$ cat src/rtl/calc_link_pkg.sv
// Shared definitions for the calculator serial link: frame field layout,
// default widths and the receive-side FSM encoding.
package calc_link_pkg;

    localparam int DATA_SIZE = 32;
    localparam int OP_WIDTH  = 8;
    localparam int FIELD_W   = 4;

    // Frame layout, MSB first on the wire: {OpA, OpB, AluRes, Sel, Flags}
    localparam int OPA_MSB = 31;
    localparam int OPB_MSB = 23;
    localparam int RES_MSB = 15;
    localparam int SEL_MSB = 7;
    localparam int FLG_MSB = 3;

    typedef enum logic [1:0] {
        IDLE = 2'd0,
        RECV = 2'd1,
        TAIL = 2'd2
    } rx_state_e;

endpackage

$ cat src/rtl/calc_frame_receiver_if.sv
// Serial link pins plus the unpacked-frame/handshake side of the receiver.
interface calc_frame_receiver_if
    import calc_link_pkg::*;
#(
    parameter int DataSize = DATA_SIZE,
    parameter int OpWidth  = OP_WIDTH
);
    logic                ClkTx;
    logic                DoutValid;
    logic                DataOut;
    logic                FrameAck;
    logic [DataSize-1:0] Frame;
    logic [OpWidth-1:0]  OpA;
    logic [OpWidth-1:0]  OpB;
    logic [OpWidth-1:0]  AluRes;
    logic [FIELD_W-1:0]  SelOut;
    logic [FIELD_W-1:0]  FlagsOut;
    logic                FrameValid;
    logic                RxBusy;
    logic                ErrShort;
    logic                ErrOverrun;
    logic                ErrOverflow;

    // Transmitter / consumer side
    modport master (
        output ClkTx, DoutValid, DataOut, FrameAck,
        input  Frame, OpA, OpB, AluRes, SelOut, FlagsOut,
        input  FrameValid, RxBusy, ErrShort, ErrOverrun, ErrOverflow
    );

    // Receiver side
    modport slave (
        input  ClkTx, DoutValid, DataOut, FrameAck,
        output Frame, OpA, OpB, AluRes, SelOut, FlagsOut,
        output FrameValid, RxBusy, ErrShort, ErrOverrun, ErrOverflow
    );
endinterface

$ cat src/rtl/sync_edge_det.sv
// Multi-flop synchronizer for one asynchronous input, with a registered
// level and a rising-edge pulse that are aligned to each other.
module sync_edge_det #(
    parameter int SyncStages = 2
) (
    input  logic clk,
    input  logic rst,
    input  logic din,
    output logic level,
    output logic rise
);
    logic [SyncStages-1:0] sync_q, sync_d;
    logic                  level_q, level_d;
    logic                  rise_q, rise_d;

    always_comb begin
        sync_d  = {sync_q[SyncStages-2:0], din};
        level_d = sync_q[SyncStages-1];
        rise_d  = sync_q[SyncStages-1] & ~level_q;
    end

    // NOTE: sequential state uses non-blocking assignments so every flop
    // samples the pre-edge value of its neighbours.
    always_ff @(posedge clk) begin
        if (rst) begin
            sync_q  <= '0;
            level_q <= 1'b0;
            rise_q  <= 1'b0;
        end else begin
            sync_q  <= sync_d;
            level_q <= level_d;
            rise_q  <= rise_d;
        end
    end

    assign level = level_q;
    assign rise  = rise_q;
endmodule

$ cat src/rtl/calc_frame_receiver.sv
// Deserializes the MSB-first result frame from the calculator link, unpacks
// its fields and holds it for a consumer under a valid/ack handshake.
module calc_frame_receiver
    import calc_link_pkg::*;
#(
    parameter int DataSize   = DATA_SIZE,
    parameter int OpWidth    = OP_WIDTH,
    parameter int SyncStages = 2
) (
    input  logic                  Clk,
    input  logic                  Reset,
    calc_frame_receiver_if.slave  rx
);
    localparam int CNT_W = $clog2(DataSize) + 1;
    localparam logic [CNT_W-1:0] CNT_FULL = CNT_W'(DataSize);

    logic clk_rise, dv_lvl, dv_rise, data_lvl;
    logic unused_clk_lvl, unused_data_rise;

    // DataOut goes through the same depth as ClkTx so the sampled bit lines
    // up with the detected edge.
    sync_edge_det #(.SyncStages(SyncStages)) u_sync_clk (
        .clk(Clk), .rst(Reset), .din(rx.ClkTx),
        .level(unused_clk_lvl), .rise(clk_rise)
    );
    sync_edge_det #(.SyncStages(SyncStages)) u_sync_dv (
        .clk(Clk), .rst(Reset), .din(rx.DoutValid),
        .level(dv_lvl), .rise(dv_rise)
    );
    sync_edge_det #(.SyncStages(SyncStages)) u_sync_data (
        .clk(Clk), .rst(Reset), .din(rx.DataOut),
        .level(data_lvl), .rise(unused_data_rise)
    );

    rx_state_e           state_q, state_d;
    logic [CNT_W-1:0]    cnt_q, cnt_d;
    logic [DataSize-1:0] sr_q, sr_d;
    logic [DataSize-1:0] frame_q, frame_d;
    logic                frame_valid_q, frame_valid_d;
    logic                err_short_q, err_short_d;
    logic                err_overrun_q, err_overrun_d;
    logic                err_overflow_q, err_overflow_d;
    logic                complete;

    // NOTE: every signal gets a default first so no path leaves it unassigned
    // and no latch is inferred.
    always_comb begin
        state_d        = state_q;
        cnt_d          = cnt_q;
        sr_d           = sr_q;
        frame_d        = frame_q;
        frame_valid_d  = frame_valid_q;
        err_short_d    = 1'b0;
        err_overrun_d  = 1'b0;
        err_overflow_d = 1'b0;
        complete       = 1'b0;

        // The ack frees the buffer before any completion in the same cycle.
        if (rx.FrameAck) frame_valid_d = 1'b0;

        unique case (state_q)
            IDLE: begin
                if (dv_rise) begin
                    state_d = RECV;
                    cnt_d   = '0;
                end
            end
            RECV: begin
                if (clk_rise) begin
                    sr_d  = {sr_q[DataSize-2:0], data_lvl};
                    cnt_d = cnt_q + CNT_W'(1);
                end
                // An edge coinciding with the envelope fall is counted first.
                if (cnt_d == CNT_FULL) begin
                    complete = 1'b1;
                    state_d  = dv_lvl ? TAIL : IDLE;
                end else if (!dv_lvl) begin
                    err_short_d = 1'b1;
                    state_d     = IDLE;
                end
            end
            TAIL: begin
                if (clk_rise) err_overrun_d = 1'b1;
                if (!dv_lvl)  state_d = IDLE;
            end
            default: state_d = IDLE;
        endcase

        if (complete) begin
            if (frame_valid_d) begin
                err_overflow_d = 1'b1;
            end else begin
                frame_d       = sr_d;
                frame_valid_d = 1'b1;
            end
        end
    end

    // NOTE: reset is synchronous; it discards any partial frame and
    // suppresses the error pulses for that cycle.
    always_ff @(posedge Clk) begin
        if (Reset) begin
            state_q        <= IDLE;
            cnt_q          <= '0;
            sr_q           <= '0;
            frame_q        <= '0;
            frame_valid_q  <= 1'b0;
            err_short_q    <= 1'b0;
            err_overrun_q  <= 1'b0;
            err_overflow_q <= 1'b0;
        end else begin
            state_q        <= state_d;
            cnt_q          <= cnt_d;
            sr_q           <= sr_d;
            frame_q        <= frame_d;
            frame_valid_q  <= frame_valid_d;
            err_short_q    <= err_short_d;
            err_overrun_q  <= err_overrun_d;
            err_overflow_q <= err_overflow_d;
        end
    end

    assign rx.Frame       = frame_q;
    assign rx.OpA         = frame_q[OPA_MSB -: OpWidth];
    assign rx.OpB         = frame_q[OPB_MSB -: OpWidth];
    assign rx.AluRes      = frame_q[RES_MSB -: OpWidth];
    assign rx.SelOut      = frame_q[SEL_MSB -: FIELD_W];
    assign rx.FlagsOut    = frame_q[FLG_MSB -: FIELD_W];
    assign rx.FrameValid  = frame_valid_q;
    assign rx.RxBusy      = (state_q == RECV);
    assign rx.ErrShort    = err_short_q;
    assign rx.ErrOverrun  = err_overrun_q;
    assign rx.ErrOverflow = err_overflow_q;
endmodule

$ cat src/flat_wrapper.sv
// flat-port wrapper written by rule: the top's interface ports become plain ports
module calc_frame_receiver_flat import calc_link_pkg::*;
#(
    parameter int DataSize   = DATA_SIZE,
    parameter int OpWidth    = OP_WIDTH,
    parameter int SyncStages = 2
)
  (Clk, Reset, rx_ClkTx, rx_DoutValid, rx_DataOut, rx_FrameAck, rx_Frame, rx_OpA, rx_OpB, rx_AluRes, rx_SelOut, rx_FlagsOut, rx_FrameValid, rx_RxBusy, rx_ErrShort, rx_ErrOverrun, rx_ErrOverflow);
  calc_frame_receiver_if #(.DataSize(DataSize), .OpWidth(OpWidth)) rx_i ();
  input  logic Clk;
  input  logic Reset;
  input wire logic [$bits(rx_i.ClkTx)-1:0] rx_ClkTx;
  input wire logic [$bits(rx_i.DoutValid)-1:0] rx_DoutValid;
  input wire logic [$bits(rx_i.DataOut)-1:0] rx_DataOut;
  input wire logic [$bits(rx_i.FrameAck)-1:0] rx_FrameAck;
  output wire logic [$bits(rx_i.Frame)-1:0] rx_Frame;
  output wire logic [$bits(rx_i.OpA)-1:0] rx_OpA;
  output wire logic [$bits(rx_i.OpB)-1:0] rx_OpB;
  output wire logic [$bits(rx_i.AluRes)-1:0] rx_AluRes;
  output wire logic [$bits(rx_i.SelOut)-1:0] rx_SelOut;
  output wire logic [$bits(rx_i.FlagsOut)-1:0] rx_FlagsOut;
  output wire logic [$bits(rx_i.FrameValid)-1:0] rx_FrameValid;
  output wire logic [$bits(rx_i.RxBusy)-1:0] rx_RxBusy;
  output wire logic [$bits(rx_i.ErrShort)-1:0] rx_ErrShort;
  output wire logic [$bits(rx_i.ErrOverrun)-1:0] rx_ErrOverrun;
  output wire logic [$bits(rx_i.ErrOverflow)-1:0] rx_ErrOverflow;
  assign rx_i.ClkTx = rx_ClkTx;
  assign rx_i.DoutValid = rx_DoutValid;
  assign rx_i.DataOut = rx_DataOut;
  assign rx_i.FrameAck = rx_FrameAck;
  assign rx_Frame = rx_i.Frame;
  assign rx_OpA = rx_i.OpA;
  assign rx_OpB = rx_i.OpB;
  assign rx_AluRes = rx_i.AluRes;
  assign rx_SelOut = rx_i.SelOut;
  assign rx_FlagsOut = rx_i.FlagsOut;
  assign rx_FrameValid = rx_i.FrameValid;
  assign rx_RxBusy = rx_i.RxBusy;
  assign rx_ErrShort = rx_i.ErrShort;
  assign rx_ErrOverrun = rx_i.ErrOverrun;
  assign rx_ErrOverflow = rx_i.ErrOverflow;
  calc_frame_receiver #(.DataSize(DataSize), .OpWidth(OpWidth), .SyncStages(SyncStages)) u_core (.Clk(Clk), .Reset(Reset), .rx(rx_i));
endmodule
$ cat config.mk
export PLATFORM = sky130hd
export DESIGN_NAME = calc_frame_receiver_flat
export DESIGN_NICKNAME = d
export VERILOG_FILES = /design/src/rtl/calc_link_pkg.sv /design/src/rtl/calc_frame_receiver_if.sv /design/src/rtl/sync_edge_det.sv /design/src/rtl/calc_frame_receiver.sv /design/src/flat_wrapper.sv
export SDC_FILE = /design/constraint.sdc
export NUM_CORES = 1
export LEC_CHECK = 0
export ABC_AREA = 0
export CELL_PAD_IN_SITES_DETAIL_PLACEMENT = 1
export CELL_PAD_IN_SITES_GLOBAL_PLACEMENT = 1
export CORE_ASPECT_RATIO = 1.4
export CORE_MARGIN = 2
export CORE_UTILIZATION = 36
export CTS_BUF_LIST = sky130_fd_sc_hd__clkbuf_2 sky130_fd_sc_hd__clkbuf_4 sky130_fd_sc_hd__clkbuf_8
export DETAILED_ROUTE_END_ITERATION = 10
export PLACE_DENSITY = 0.82
export SYNTH_ARGS = -nofsm -noshare
export SYNTH_HDL_FRONTEND = slang
export SYNTH_SLANG_ARGS = --single-unit
$ cat constraint.sdc
create_clock -name Clk -period 2.3 [get_ports Clk]
set_clock_uncertainty 0.2 [all_clocks]
set_input_delay 0.23 -clock Clk [delete_from_list [all_inputs] [get_ports Clk]]
set_output_delay 0.23 -clock Clk [all_outputs]
set_load 0.03 [all_outputs]
Yosys cells after proc, flatten, opt, wreduce, memory -nomap -nowiden
Cells that the tools add are included.
Widths: inputs -> output; s select.
- $add $sub $neg: 1
- shifts and indexed selects: 0
- reduce and logical (&&, ||, !) cells: 7
- multipliers: 0
- order comparisons: 0
- multiplexer cells: 18
- divide/modulo/power cells: 0
- bitwise gates (word level): 8
- equality and inequality tests: 4
- operator list (kind ; count):
    $mux 32 ; 2
    $mux 6 ; 3
    $pmux 6 s2 ; 1
    $mux 2 ; 4
    $mux 1 ; 7
    $add 6x1->6 const B ; 1
    $eq 6x6->1 const B ; 1
    $not 1->1 ; 6
    $pmux 2 s3 ; 1
    $reduce_and 2->1 ; 2
    $reduce_or 2->1 ; 2
    $reduce_or 3->1 ; 1
    $and 1x1->1 ; 2
    $eq 2x1->1 const B ; 1
    $eq 2x2->1 const B ; 1
    $logic_not 2->1 ; 1
    $ne 2x2->1 const B ; 1
    $reduce_bool 2->1 ; 1
- input port bits: 6
- memories: 0
- bits in registers: 87
- bits in read-only memories: 0
- RAM bits: 0
- output and inout port bits: 69
- bits in latches: 0
- word-level logic and storage cells: 54

Longest topological paths before layout
- word-level depth: 8
- depth in mapped cells: 8
- mapped depth without buffers: 6

Cells and area by module
From an unflattened synthesis, not the netlist that was laid out.
- cells, all modules: 367
- area total of the unflattened synthesis: 3601.0 sq um
- by module, submodules not included (module ; seq. area each (sq um) ; cells an instance ; area each (sq um) ; times used):
    calc_frame_receiver ; 1521.5 ; 343 ; 3266.9 ; 1
    sync_edge_det ; 80.1 ; 8 ; 111.4 ; 3

Worst setup path before layout
No wires, ideal clock.
- kind: register to register
- start point: reg u_core.cnt_q[0]
- end point: reg u_core.frame_q[14], in the netlist u_core.rx.Frame[14]
- period minus slack after synthesis: 2.125 ns
- required time: 1.977 ns
- slack: 0.175 ns
- stages on the path, launching flop included: 8
- arrival time: 1.801 ns
- library setup time: 0.123 ns
- buffers on the path: 1
- cell sequence: dfxtp_1 > ha_1 > nand4_1 > xnor2_1 > a211oi_2 > nand4b_4 > buf_6 > mux2_1
- cells in the longest elaborated chain, start to end: 7
- ends and longest elaborated chain (what ; RTL line ; RTL):
    start: declaration ; calc_frame_receiver.sv:36 ; logic [CNT_W-1:0] cnt_q, cnt_d;
    start signal: assignment ; calc_frame_receiver.sv:113 ; cnt_q <= cnt_d;
    $add 6x1->6 ; calc_frame_receiver.sv:71 ; cnt_d = cnt_q + CNT_W'(1);
    $mux 6 * ; calc_frame_receiver.sv:69 ; if (clk_rise) begin
    $mux 6 * ; calc_frame_receiver.sv:61 ; unique case (state_q)
    $eq 6x6->1 * ; calc_frame_receiver.sv:74 ; if (cnt_d == CNT_FULL) begin
    $mux 1 * ; calc_frame_receiver.sv:74 ;
    $mux 1 * ; calc_frame_receiver.sv:61 ;
    $reduce_and 2->1 (no source line) * ; n/a ;
    end signal: assignment ; calc_frame_receiver.sv:115 ; frame_q <= frame_d;
    end: declaration ; calc_frame_receiver.sv:38 ; logic [DataSize-1:0] frame_q, frame_d;
Mark *: on every way between the ends. The rest lies on a longest branch, timed or not. The select of a mux whose other input is x is not followed.
A chain may end at the register's enable or synchronous reset.

Worst setup path after layout
- start point: reg u_core.cnt_q[0]
- end point: reg u_core.frame_q[21], in the netlist u_core.rx.Frame[21]
Same word-level chain as after synthesis.

==> flow_summary.json <==
{
  "slowest_stage": "or4_2",
  "final_antenna_net_count": 0,
  "clockBufferDepth": 2,
  "reg2reg_from": "u_core.cnt_q[0]",
  "maxSlewViolCount": 0,
  "yosys-top-cells-area": "dfxtp_1 49%, mux2_1 8.9%, nor2b_1 7.6%, buf_4 6.8%, a21oi_1 5.5%",
  "worst_hold_slack_ns": 0.204,
  "fillers": 1075,
  "worst_setup_path_start_kind": "flop",
  "synth_compound_area_frac": 0.0777,
  "yosysMostFrequentCell": "dfxtp_1",
  "cp.required_ns": 2.33,
  "port_buffers": 74,
  "path_clk_slew_ns": 0.08,
  "num_rows": 42,
  "crit_path_max_incr_delay_ns": 0.65,
  "ioPinCount": 75,
  "power.density_mw_per_mm2": 600,
  "hp-class": "reg2reg",
  "hp-start": "u_core.u_sync_clk.level",
  "vias": 2678,
  "holdPathStages": 1,
  "grt_use_total": 0.154,
  "synth-simple-area-share": 0.214,
  "fin_crit_sh": 0.960,
  "finalCriticalPeriod_ns": 2.21,
  "slew_headroom": 0.565,
  "reg2reg_slack_ns": 0.09,
  "chipWidth_um": 87.8,
  "post-cts-setup-buffer-count": 0,
  "yosys_warnings": 0,
  "finalSetupTns_ns": 0,
  "synth_top_area_share": 0.492,
  "grt_max_degree": 34,
  "fin_nets": 420,
  "grt_pass1_vias": 2801,
  "layout-drive-gt1-share": 0.120,
  "antenna_found_initial": 0,
  "synth_seq_cells": 87,
  "die_h_um": 121,
  "multiInputGateArea_sq_mm": 0.00145,
  "dieArea_sq_mm": 0.0107,
  "ir_worst_vdd_mv": 0.462,
  "synth_edf_count": 0,
  "syn_inst": 369,
  "wl_per_cell_um": 13.9,
  "firstDrtPassIters": 4,
  "vias_per_cell": 4.88,
  "start_util": 0.372,
  "synth_top_area_cell": "dfxtp_1",
  "outcome": "finished clean",
  "maxCapViolCount": 0,
  "gp_congestion": 0.832,
  "cp_cell_sequence": "or4_2 > o31a_1 > nand4b_4 > buf_12 > mux2_1",
  "grt_pass1_wl_mm": 12.8,
  "ys_async_sr_fraction": 0,
  "worst_pin_slew_ns": 0.653,
  "dp_hpwl_mm": 5.27,
  "clock_sinks": 87,
  "root_buffer": "clkbuf_8",
  "crit_arrival_ns": 2.24,
  "ys_top_cells_by_count": "87 x dfxtp_1, 43 x nor2b_1, 39 x a21oi_1",
  "stdcell_count": 549,
  "synth_fa_ha_area_frac": 0.00353,
  "seq_area_sq_mm": 0.00175,
  "muxShareOfSynthArea": 0.104,
  "endpoint_kind": "flop",
  "netlist_area_sq_mm": 0.00354,
  "r2r-end": "u_core.rx.Frame[21]",
  "grt_overflow_total": 0,
  "areaGrowthSynthToFinish_pct": 26.0,
  "numCtsBuffers": 9,
  "drt_wl_total_mm": 7.65,
  "cts-resized-gates": 0,
  "drc": 0,
  "crit_buf_inv": 1,
  "synthXorXnorAreaFrac": 0.00742,
  "path_class": "reg2reg",
  "clock_latency_ns": 0.36,
  "hold_violations": 0,
  "yosysUniqueCellTypes": 38,
  "r2r_cells": 5,
  "syn_nets": 376,
  "h-tree-depth": 3,
  "hold_end": "u_core.u_sync_clk.rise",
  "placed_cells": 534,
  "seq_area_frac_synth": 0.492,
  "ys.flop_type": "dfxtp_1",
  "n_antenna_cell": 0,
  "design.core.area_sq_mm": 0.00951,
  "drt-initial-drc-count": 106,
  "rsz0062_at_grt": "no",
  "cp_max_fo": 32,
  "fmax_ghz": 0.453,
  "crit_family": "simple AND/OR/NAND/NOR gates",
  "cts_tree": "built",
  "cts_hold_buf": 0,
  "synth_top_family_by_area": "simple AND/OR/NAND/NOR gates",
  "final-setup-viol-count": 0,
  "synth_area_per_cell_sq_um": 9.60,
  "leakage_nw": 1.66
}
-- worst reg2reg max path, stage by stage (launching register included) --
cell      delay (ns)
dfxtp_2         0.35
or4_2           0.65
o31a_1          0.15
nand4b_4        0.19
buf_12          0.20
mux2_1          0.34
-- worst max-delay path by stage --
stage | from | endpoint | slack, ns | cells past startpoint
after global placement | u_core.cnt_q[1] | u_core.rx.Frame[8] | 0.10 | 7
after CTS | u_core.cnt_q[1] | u_core.rx.Frame[21] | 0.006 | 7
after global routing | u_core.cnt_q[4] | u_core.rx.Frame[10] | 0.007 | 6
after floorplan | u_core.cnt_q[0] | u_core.rx.Frame[14] | 0.18 | 7
final | u_core.cnt_q[0] | u_core.rx.Frame[21] | 0.09 | 5
after detailed placement | u_core.cnt_q[1] | u_core.rx.Frame[30] | 0.05 | 7
-- final cells by class --
class / count / area share
clock inverters: 2 / 0.00869
flip-flops and latches: 87 / 0.392
well taps: 132 / 0.0370
inverters: 1 / 0.000841
repair buffers: 89 / 0.198
multi-input cells: 225 / 0.326
clock buffers: 13 / 0.0373
-- where the power goes --
| part | switching (W) | total, W | internal [W] |
|---|---|---|---|
| sequential | 0.00000312 | 0.00151 | 0.00151 |
| combinational | 0.0000405 | 0.0000656 | 0.0000251 |
| clock | 0.000511 | 0.00110 | 0.000584 |
-- state kept, by name (all words and copies together), names as in the netlist --
| register | flops |
|---|---|
| u_core.u_sync_clk.level | 1 |
| u_core.u_sync_dv.level | 1 |
| u_core.u_sync_clk.rise | 1 |
| u_core.rx.FrameValid | 1 |
| u_core.u_sync_clk.sync_q | 2 |
| u_core.u_sync_data.sync_q | 2 |
| u_core.u_sync_data.level | 1 |
| u_core.u_sync_dv.rise | 1 |
| u_core.rx.ErrOverflow | 1 |
| u_core.rx.ErrShort | 1 |
| u_core.cnt_q | 6 |
| u_core.rx.Frame | 32 |
| u_core.u_sync_dv.sync_q | 2 |
| u_core.state_q | 2 |
| u_core.sr_q | 32 |
| u_core.rx.ErrOverrun | 1 |
-- metrics by stage --
stage	total power, W	utilization	instance area (sq um)	setup WS [ns]
2_1_floorplan	0.00159	-	3540	0.175
3_3_place_gp	0.00161	0.445	4230	0.102
3_5_place_dp	0.00162	0.445	4230	0.0478
4_1_cts	0.00272	0.467	4440	0.00598
5_1_grt	0.00279	0.469	4460	0.00707
6_report	0.00268	0.469	4460	0.0911
-- cell usage in the layout (no fill, tap or decap), drive strengths merged, types with 3 or more instances in the layout --
cell type,instances
dfxtp,87
clkdlybuf4s50,72
nor2b,43
a21oi,39
nand2,38
nand3,32
mux2,32
buf,17
clkbuf,13
nor2,8
nand2b,4
o21ai,4
nand4,3
-- cell families after synthesis --
family | count (synthesis)
AND/OR/NAND/NOR | 140
flip-flops | 87
buffers and inverters | 57
AO/OA/AOI/OAI | 49
multiplexers | 32
XOR/XNOR | 3
adder cells (fa/ha/maj) | 1
-- metal layers --
metal  global-route usage  share of wire  vias up
met2                0.261           0.52       53
met3               0.0354          0.035       15
li1                     -              -     1288
met1                0.176           0.43     1322
met5                    0              0        -
met4               0.0808          0.023        0
No activity file was read; power rests on OpenSTA's default activity.
